[src/rtl/mdu_status_wb_pkg.sv]
// rtl/mdu_status_wb_pkg.sv - shared codes, record layout and XER/CR bit positions for MDU status writeback
package mdu_status_wb_pkg;

    localparam int MDU_OP_W   = 2;
    localparam int CR_FIELD_W = 4;

    // XER bit positions (LSB-0 numbering of the architectural register)
    localparam int XER_SO = 31;
    localparam int XER_OV = 30;

    typedef enum logic [MDU_OP_W-1:0] {
        MDU_OP_NOP = 2'd0,
        MDU_OP_OV  = 2'd1
    } mdu_dout_op_e;

    typedef struct packed {
        logic [MDU_OP_W-1:0] op;
        logic                oe;
        logic                rc;
        logic                ov;
        logic [2:0]          cr3;
    } mdu_rec_t;

    // CR field bits are big-endian: LT lands in the lowest bit of the field, SO in the highest.
    function automatic logic [CR_FIELD_W-1:0] cr_field_bits(input logic [2:0] cr3, input logic so);
        return {so, cr3[0], cr3[1], cr3[2]};
    endfunction

endpackage

[src/rtl/mdu_status_fifo.sv]
// rtl/mdu_status_fifo.sv - DEPTH-entry circular buffer for queued MDU status records
module mdu_status_fifo #(
    parameter int DEPTH = 4,
    parameter int W     = 8
) (
    input  logic         clk,
    input  logic         rst,
    input  logic         push,
    input  logic         pop,
    input  logic         flush,
    input  logic [W-1:0] wdata,
    output logic [W-1:0] rdata,
    output logic         full,
    output logic         empty
);

    localparam int AW = $clog2(DEPTH);
    localparam int CW = AW + 1;

    logic [W-1:0]  mem [DEPTH];
    logic [AW-1:0] wptr;
    logic [AW-1:0] rptr;
    logic [CW-1:0] count;
    logic          do_push;
    logic          do_pop;

    assign full    = (count == CW'(DEPTH));
    assign empty   = (count == '0);
    assign do_push = push && !full && !flush;
    assign do_pop  = pop && !empty && !flush;
    assign rdata   = mem[rptr];

    always_ff @(posedge clk or posedge rst) begin
        if (rst) begin
            wptr  <= '0;
            rptr  <= '0;
            count <= '0;
        end else if (flush) begin
            wptr  <= '0;
            rptr  <= '0;
            count <= '0;
        end else begin
            if (do_push) wptr <= wptr + AW'(1);
            if (do_pop)  rptr <= rptr + AW'(1);
            case ({do_push, do_pop})
                2'b10:   count <= count + CW'(1);
                2'b01:   count <= count - CW'(1);
                default: count <= count;
            endcase
        end
    end

    // Storage has no reset: entries are only ever read behind a valid count.
    always_ff @(posedge clk) begin
        if (do_push) mem[wptr] <= wdata;
    end

endmodule

[src/rtl/mdu_status_wb.sv]
// rtl/mdu_status_wb.sv - buffered MDU status writeback to XER (OV/SO) and a selectable CR field
module mdu_status_wb
    import mdu_status_wb_pkg::*;
#(
    parameter int DEPTH     = 4,
    parameter int CR_FIELDS = 8,
    parameter int XER_W     = 32,
    parameter int CRF_W     = $clog2(CR_FIELDS)
) (
    input  logic                           clk,
    input  logic                           rst,
    input  logic                           in_valid,
    output logic                           in_ready,
    input  logic [MDU_OP_W-1:0]            in_op,
    input  logic                           in_oe,
    input  logic                           in_rc,
    input  logic                           in_ov,
    input  logic [2:0]                     in_cr3,
    input  logic [CRF_W-1:0]               in_crf,
    input  logic                           flush,
    input  logic                           wb_en,
    input  logic [XER_W-1:0]               xer_rd,
    input  logic [CR_FIELD_W*CR_FIELDS-1:0] cr_rd,
    output logic                           xer_we,
    output logic [XER_W-1:0]               xer_wd,
    output logic                           cr_we,
    output logic [CR_FIELD_W*CR_FIELDS-1:0] cr_wd,
    output logic                           busy
);

    localparam int CR_W  = CR_FIELD_W * CR_FIELDS;
    localparam int REC_W = $bits(mdu_rec_t) + CRF_W;

    mdu_rec_t          in_rec;
    mdu_rec_t          head_rec;
    logic [CRF_W-1:0]  head_crf;
    logic [REC_W-1:0]  head_data;
    logic              fifo_full;
    logic              fifo_empty;
    logic              pop_go;
    logic              ov_upd;
    logic              crf_ok;
    logic [XER_W-1:0]  eff_xer;
    logic [XER_W-1:0]  xer_next;
    logic [CR_W-1:0]   cr_next;
    logic              bypass_v;
    logic [XER_W-1:0]  bypass_xer;
    logic [1:0]        bypass_age;

    assign in_rec = {in_op, in_oe, in_rc, in_ov, in_cr3};

    mdu_status_fifo #(
        .DEPTH (DEPTH),
        .W     (REC_W)
    ) u_fifo (
        .clk   (clk),
        .rst   (rst),
        .push  (in_valid),
        .pop   (wb_en),
        .flush (flush),
        .wdata ({in_rec, in_crf}),
        .rdata (head_data),
        .full  (fifo_full),
        .empty (fifo_empty)
    );

    assign {head_rec, head_crf} = head_data;
    assign in_ready = !fifo_full;
    assign pop_go   = wb_en && !fifo_empty && !flush;
    assign ov_upd   = (head_rec.op == MDU_OP_OV) && head_rec.oe;
    assign crf_ok   = (32'(head_crf) < CR_FIELDS);
    assign busy     = !fifo_empty || xer_we || cr_we;

    always_comb begin
        eff_xer  = bypass_v ? bypass_xer : xer_rd;
        xer_next = eff_xer;
        if (ov_upd) begin
            xer_next[XER_OV] = head_rec.ov;
            xer_next[XER_SO] = head_rec.ov | eff_xer[XER_SO];
        end
        cr_next = cr_rd;
        for (int f = 0; f < CR_FIELDS; f++) begin
            if (crf_ok && (head_crf == CRF_W'(f)))
                cr_next[f*CR_FIELD_W +: CR_FIELD_W] = cr_field_bits(head_rec.cr3, xer_next[XER_SO]);
        end
    end

    // The bypass covers the window until the architectural XER has absorbed our last write.
    always_ff @(posedge clk or posedge rst) begin
        if (rst) begin
            xer_we     <= 1'b0;
            cr_we      <= 1'b0;
            xer_wd     <= '0;
            cr_wd      <= '0;
            bypass_v   <= 1'b0;
            bypass_xer <= '0;
            bypass_age <= '0;
        end else begin
            xer_we <= pop_go && ov_upd;
            cr_we  <= pop_go && head_rec.rc && crf_ok;
            if (pop_go) begin
                xer_wd <= xer_next;
                cr_wd  <= cr_next;
            end
            if (pop_go && ov_upd) begin
                bypass_xer <= xer_next;
                bypass_v   <= 1'b1;
                bypass_age <= 2'd0;
            end else if (bypass_v) begin
                if (bypass_age == 2'd1) bypass_v <= 1'b0;
                else                    bypass_age <= bypass_age + 2'd1;
            end
        end
    end

endmodule

[config.mk]
export PLATFORM = sky130hd
export DESIGN_NAME = mdu_status_wb
export DESIGN_NICKNAME = d
export VERILOG_FILES = /design/src/rtl/mdu_status_wb_pkg.sv /design/src/rtl/mdu_status_fifo.sv /design/src/rtl/mdu_status_wb.sv
export SDC_FILE = /design/constraint.sdc
export NUM_CORES = 1
export LEC_CHECK = 0
export ABC_AREA = 1
export ABC_CLOCK_PERIOD_IN_PS = 4400
export CAP_MARGIN = 30
export CELL_PAD_IN_SITES_DETAIL_PLACEMENT = 1
export CELL_PAD_IN_SITES_GLOBAL_PLACEMENT = 1
export CORE_ASPECT_RATIO = 2
export CORE_MARGIN = 2
export CORE_UTILIZATION = 24
export DETAILED_ROUTE_END_ITERATION = 10
export DONT_BUFFER_PORTS = 1
export MAX_ROUTING_LAYER = met4
export PLACE_DENSITY = 0.48
export SLEW_MARGIN = 20
export SYNTH_ARGS = -nofsm -noshare
export SYNTH_HDL_FRONTEND = slang
export SYNTH_SLANG_ARGS = --single-unit
[constraint.sdc]
create_clock -name clk -period 4.4 [get_ports clk]
set_input_delay 0.88 -clock clk [delete_from_list [all_inputs] [get_ports clk]]
set_output_delay 0.88 -clock clk [all_outputs]
set_load 0.05 [all_outputs]
Word-level counts from Yosys, hierarchy flattened:

Memory sizes are Yosys's and may differ from the RTL's.
Cells that the tools add are included.

* bits in read-only memories: 0
* output and inout bits: 68
* logic and storage cells: 73
* bits in writable memories: 44
* input port bits: 80
* register bits: 108
* memories: 1
* latch bits: 0

Memory list
* u_fifo.mem: depth 4, bits a word 11, rd ports 1, clocked after Yosys merged registers in 0, wr ports 1, line mdu_status_fifo.sv:20 `logic [W-1:0] mem [DEPTH];`

* bitwise gates (word level): 1
* divide/modulo/power cells: 0
* order comparisons: 0
* equal/unequal tests: 13
* multiplexer cells: 24
* add/sub/neg operators: 5
* multipliers: 0
* shift operators: 0
* reductions and logical operators: 19

Operators by type and width (count)
* 32-bit two-way mux: 1
* 4-bit two-way mux: 8
* 2-bit two-way mux: 8
* 3-bit == test, second input constant: 5
* 1-bit logical AND: 7
* 2-bit by 1-bit adder with 2-bit output, second input constant: 3
* 2-bit by 1-bit == test with 1-bit output, second input constant: 3
* 3-bit by 2-bit == test with 1-bit output, second input constant: 2
* 3-bit logical NOT: 2
* 3-bit case mux with 2 select lines: 1
* 2-bit nonzero test: 3
* 1-bit two-way mux: 5
* 3-bit by 1-bit adder with 3-bit output, second input constant: 1
* 3-bit by 1-bit == test with 1-bit output, second input constant: 1
* 1-bit logical NOT: 3
* 3-bit two-way mux: 1
* 3-bit nonzero test: 1
* 3-bit by 1-bit subtractor with 3-bit output, second input constant: 1
* 2-bit == test, second input constant: 1
* 1-bit logical OR: 2
* 2-bit inequality test, second input constant: 1
* 2-bit AND reduction: 1
* 1-bit bitwise OR: 1

Logic depth before layout (Yosys ltp):

* depth after elaboration: 7
* gate-level depth with buffers: 11
* depth with buffers taken out: 11

Cells and area by module:

From an unflattened synthesis, not the netlist that was laid out.

* cell total of the unflattened synthesis: 795
* area, all modules: 6881.6 sq um

Modules (own cells, without submodules)
* mdu_status_wb: cells each 622, sequential area each 2527.4 sq um, area each 4763.3 sq um, instances 1
* mdu_status_fifo: cells each 173, sequential area each 1496.4 sq um, area each 2118.3 sq um, instances 1

Worst setup path before layout:

OpenSTA, ideal clock, no wires.

* kind: register to register
* from: reg u_fifo.count[0]
* to: mem u_fifo.mem[0][0] in the netlist's numbering (enable)
* path buffers: 0
* slack: 2.194 ns
* period minus slack after synthesis: 2.206 ns
* data required time: 4.022 ns
* cell stages (with the launch flop): 7
* library setup time: 0.378 ns
* arrival time: 1.828 ns
* cell sequence: dfrtp_1 -> inv_1 -> nand3_1 -> nand2_1 -> nor2_1 -> inv_1 -> nor2_1

* cells in the longest elaborated chain, start to end: 6

Ends and longest elaborated chain
* from (decl): line mdu_status_fifo.sv:23 `logic [CW-1:0] count;`
* from (signal assigned): line mdu_status_fifo.sv:46 `2'b10: count <= count + CW'(1);`
* from (signal assigned): line mdu_status_fifo.sv:47 `2'b01: count <= count - CW'(1);`
* from (signal assigned): line mdu_status_fifo.sv:48 `default: count <= count;`
* 3-bit == test: line mdu_status_fifo.sv:27 `assign full = (count == CW'(DEPTH));`
* 1-bit logical NOT
* via in_ready: line mdu_status_wb.sv:13 `output logic in_ready,`
* 1-bit logical AND (2 in a row): line mdu_status_fifo.sv:29 `assign do_push = push && !full && !flush;`
* 1-bit two-way mux: line mdu_status_fifo.sv:55 `if (do_push) mem[wptr] <= wdata;`
* 1-bit two-way mux (implied by the code): line mdu_status_fifo.sv:55
* to (decl): line mdu_status_fifo.sv:20

The timed path passes the listed nets, and every way through them passes these cells.

Worst setup path in the final report:

* from: reg xer_we
* to: out busy

* cells in the longest elaborated chain, start to end: 2

Ends and longest elaborated chain
* from (decl): line mdu_status_wb.sv:24 `output logic xer_we,`
* from (signal assigned): line mdu_status_wb.sv:99 `xer_we <= pop_go && ov_upd;`
* 1-bit logical OR (2 in a row): line mdu_status_wb.sv:72 `assign busy = !fifo_empty || xer_we || cr_we;`
* to (decl): line mdu_status_wb.sv:28 `output logic busy`

No other way between the ends.

==> qor.log <==
[cts] H-tree Lvls 4
[route] met2 wirelength from detailed routing 12200 um
[setup_path] kind of cell adding the most delay to the critical path simple AND/OR/NAND/NOR gates
[pwr] static power due to leakage 3.81 nW
[route] Vias 5082
[route] DRC violations left 0
[setup_path] kind of capture point of the worst setup path output port
[pwr] highest ir drop seen on vdd 0.305 mV
[setup_path] critical path launch point type register
[outcome] result of the run completed
[timing] Final period util 0.583
[layout] sequential cell area in the final layout 4030 um^2
[cts] cells resized by post-CTS repair 0
[min_path] Hold WC Path Type input port to asynchronous set/reset pin
[timing] count of endpoints failing setup in the final report 0
[global_route] GRT Residual Overflow 0
[synth] cell types with the largest area share after synthesis sky130_fd_sc_hd__dfrtp_1, sky130_fd_sc_hd__edfxtp_1, sky130_fd_sc_hd__nand2_1
[floorplanning] I/O pin count 148
[setup_path] data arrival at the endpoint of the critical path 1.69 ns
[route] average routed wire per standard cell 17.9 um
[setup_path] cell with the biggest individual delay on the critical path sky130_fd_sc_hd__or3_1
[cts] Clock Sinks 152
[pwr] pwr dens 758 nW/um^2
[timing] slew at the pin with the worst max-slew slack 0.884 ns
[cts] number of buffers between clock root and the deepest sink 2
[cts] TritonCTS buffer count 17
[setup_path] data required time at the worst endpoint 3.52 ns
[setup_path] Reg2Reg Capture Point u_fifo.mem[0][10]
[cts] CTS clk-pin slew, worst paths 0.07 ns
[setup_path] number of buffers and inverters on the critical path 0
[setup_path] worst-path maximum fanout 2
[floorplanning] die height 246 um
[setup_path] worst r2r src u_fifo.count[0]
[placed_design] final estimated routing congestion in global placement 0.740
[timing] final number of max-transition violations 0
[synth] netlist area before placement 7040 um^2
[global_route] first-pass GRT wire length 32900 um
[timing] Fin. Hold Viols 0
[route] Routed Antenna Nets 0
[layout] final-stage net count 885
[placed_design] detailed placer's ending HPWL 15100 um
[cts] Clock Root Buffer sky130_fd_sc_hd__clkbuf_16
[synth] number of nets produced by synthesis 888
[timing] Slew HR 0.411
[synth] total of flip-flops plus latches after synthesis 152
[global_route] number of antenna violations at the first check in global routing 2
[setup_path] CP Cell Sequence or3_1
[layout] most frequent standard cell in the layout excluding fill and tap cells sky130_fd_sc_hd__nand2_1
[timing] Post-Route Skew 0.0135 ns
[synth] count of distinct cell types in the synthesized netlist 35
[timing] total negative setup slack 0 ns
[cts] # Post-CTS Setup Buffers 0
[route] Vias/cell 4.33
[placed_design] count of buffers from port buffering 0
[timing] Peak Freq 390 MHz
[route] Total Routed Length 21000 um
[global_route] via count of the first global-routing pass 5557
[synth] total number of yosys warnings 0
[timing] post-layout minimum cycle time 2.57 ns
[setup_path] maximum cell stage delay along the critical path 0.67 ns
[route] first drt pass iteration count 4
[cts] CTS tree done
[synth] Mean Syn Cell Area 8.78 um^2
[layout] share of cells above drive strength 1 0.0936
[layout] multi-input logic area 2460 um^2
[flow_run] Max Cap Viol 0
[route] met3 wire length 823 um
[layout] synthesis-to-finish area growth 13.3%
[setup_path] FF-to-FF path depth 7
[layout] most frequent cells in the layout sky130_fd_sc_hd__nand2_1, sky130_fd_sc_hd__dfrtp_1, sky130_fd_sc_hd__inv_1, sky130_fd_sc_hd__edfxtp_1, sky130_fd_sc_hd__nor2_1
[floorplanning] die outline area 30800 um^2
[timing] setup repair after global routing missed its margin false
[floorplanning] effective utilization at floorplan 0.244
[synth] Post-Syn Instances 802
[cts] clock insertion delay at the later pin of the skew report 0.45 ns
[layout] filler instances 3440
[floorplanning] DIE WIDTH 125 um
[timing] Worst Hold Margin 0.278 ns
[setup_path] setup slack of the most critical reg-to-reg path 2.00 ns
[synth] part of the Yosys area used for sequential elements 0.571
[route] number of design-rule violations left by the first detailed-router iteration 180
[floorplanning] area of the core 28800 um^2
[global_route] GRT Total Usage 0.148
[floorplanning] floorplan row count 88
[synth] cell type with the largest total area after synthesis sky130_fd_sc_hd__dfrtp_1
[cts] number of buffers inserted for hold repair after clock tree synthesis 0
[global_route] largest net degree at the start of global routing 73
[route] wire length on met1 7440 um
[setup_path] critical path start-end classification register to output port
[synth] top-area cell type share of the netlist area 0.384
[route] top layer in use met4
-- sequential cells by signal, summed over array words and instances (netlist names) --
signal and cells:
bypass_age 2, xer_wd 32, u_fifo.count 3, cr_wd 32, bypass_v 1, u_fifo.mem 44, cr_we 1, xer_we 1
u_fifo.wptr 2, u_fifo.rptr 2, bypass_xer 32
-- kinds of logic (layout without fill, tap and decap cells) --
| logic type | count (synthesis) | after routing | share of synthesized area |
|---|---|---|---|
| simple gates | 420 | 420 | 0.265 |
| flops | 152 | 152 | 0.571 |
| buf+inv | 126 | 136 | 0.0792 |
| compound gates | 93 | 93 | 0.0663 |
| fa+ha+maj | 6 | 6 | 0.0117 |
| xor+xnor | 3 | 3 | 0.00373 |
| mux | 2 | 2 | 0.00302 |
| other cells | 0 | 2 | 0 |
-- through the flow --
stage	cells	cell area [um^2]	util	worst slack [ns]	total power [mW]
finish	1174	7980	0.277	1.83	6.05
global route	1174	7980	0.277	1.73	6.46
CTS	1171	7970	0.276	1.64	6.19
detailed placement	1139	7400	0.257	1.66	4.72
global placement	1135	7350	0.255	1.66	4.69
floorplan	802	7040	-	0.674	4.27
-- cell type report --
cell class / instances / share of cell area
flip-flops and latches: 152 / 0.504
inverters: 93 / 0.0448
repair buffers: 11 / 0.0144
clock inverters: 8 / 0.00768
clock buffers: 24 / 0.0630
diodes: 2 / 0.000627
multi-input cells: 524 / 0.309
well taps: 360 / 0.0564
-- per-layer routing --
layer / global-route usage / up-vias
li1: - / 2503
met1: 0.140 / 2449
met2: 0.278 / 104
met3: 0.0343 / 26
met4: 0.0706 / 0
met5: - / -
-- synth_stat cells (all sizes together) --
master and n:
nand2 321, dfrtp 108, inv 87, nand3 51, o21ai 51, edfxtp 44
nor2 43, a21oi 41, buf 29, clkinv 6, ha 5, clkbuf 4
nand4 2, xor2 2, fa 1, mux2 1, mux2i 1, nand3b 1
o22ai 1, or2 1, or3 1, xnor2 1
-- power breakdown --
| part | leakage [nW] | internal, mW | switching [mW] |
|---|---|---|---|
| logic | 1.81 | 0.446 | 0.940 |
| clock network | 0.273 | 0.804 | 0.622 |
| registers | 1.73 | 1.91 | 1.32 |
| total | 3.81 | 3.16 | 2.88 |
-- worst max path at each step --
stage	from	to	slack, ns	depth (start not counted)
detailed placement	u_fifo.count[0]	u_fifo.mem[1][1]	1.66	6
CTS	u_fifo.count[0]	u_fifo.mem[1][0]	1.64	6
floorplan	rst	bypass_age[0]	0.67	1
global placement	u_fifo.count[0]	u_fifo.mem[0][1]	1.66	6
finish	xer_we	busy	1.83	1
global route	u_fifo.count[0]	u_fifo.mem[0][0]	1.73	7
Power figures use the tool's default switching activity.
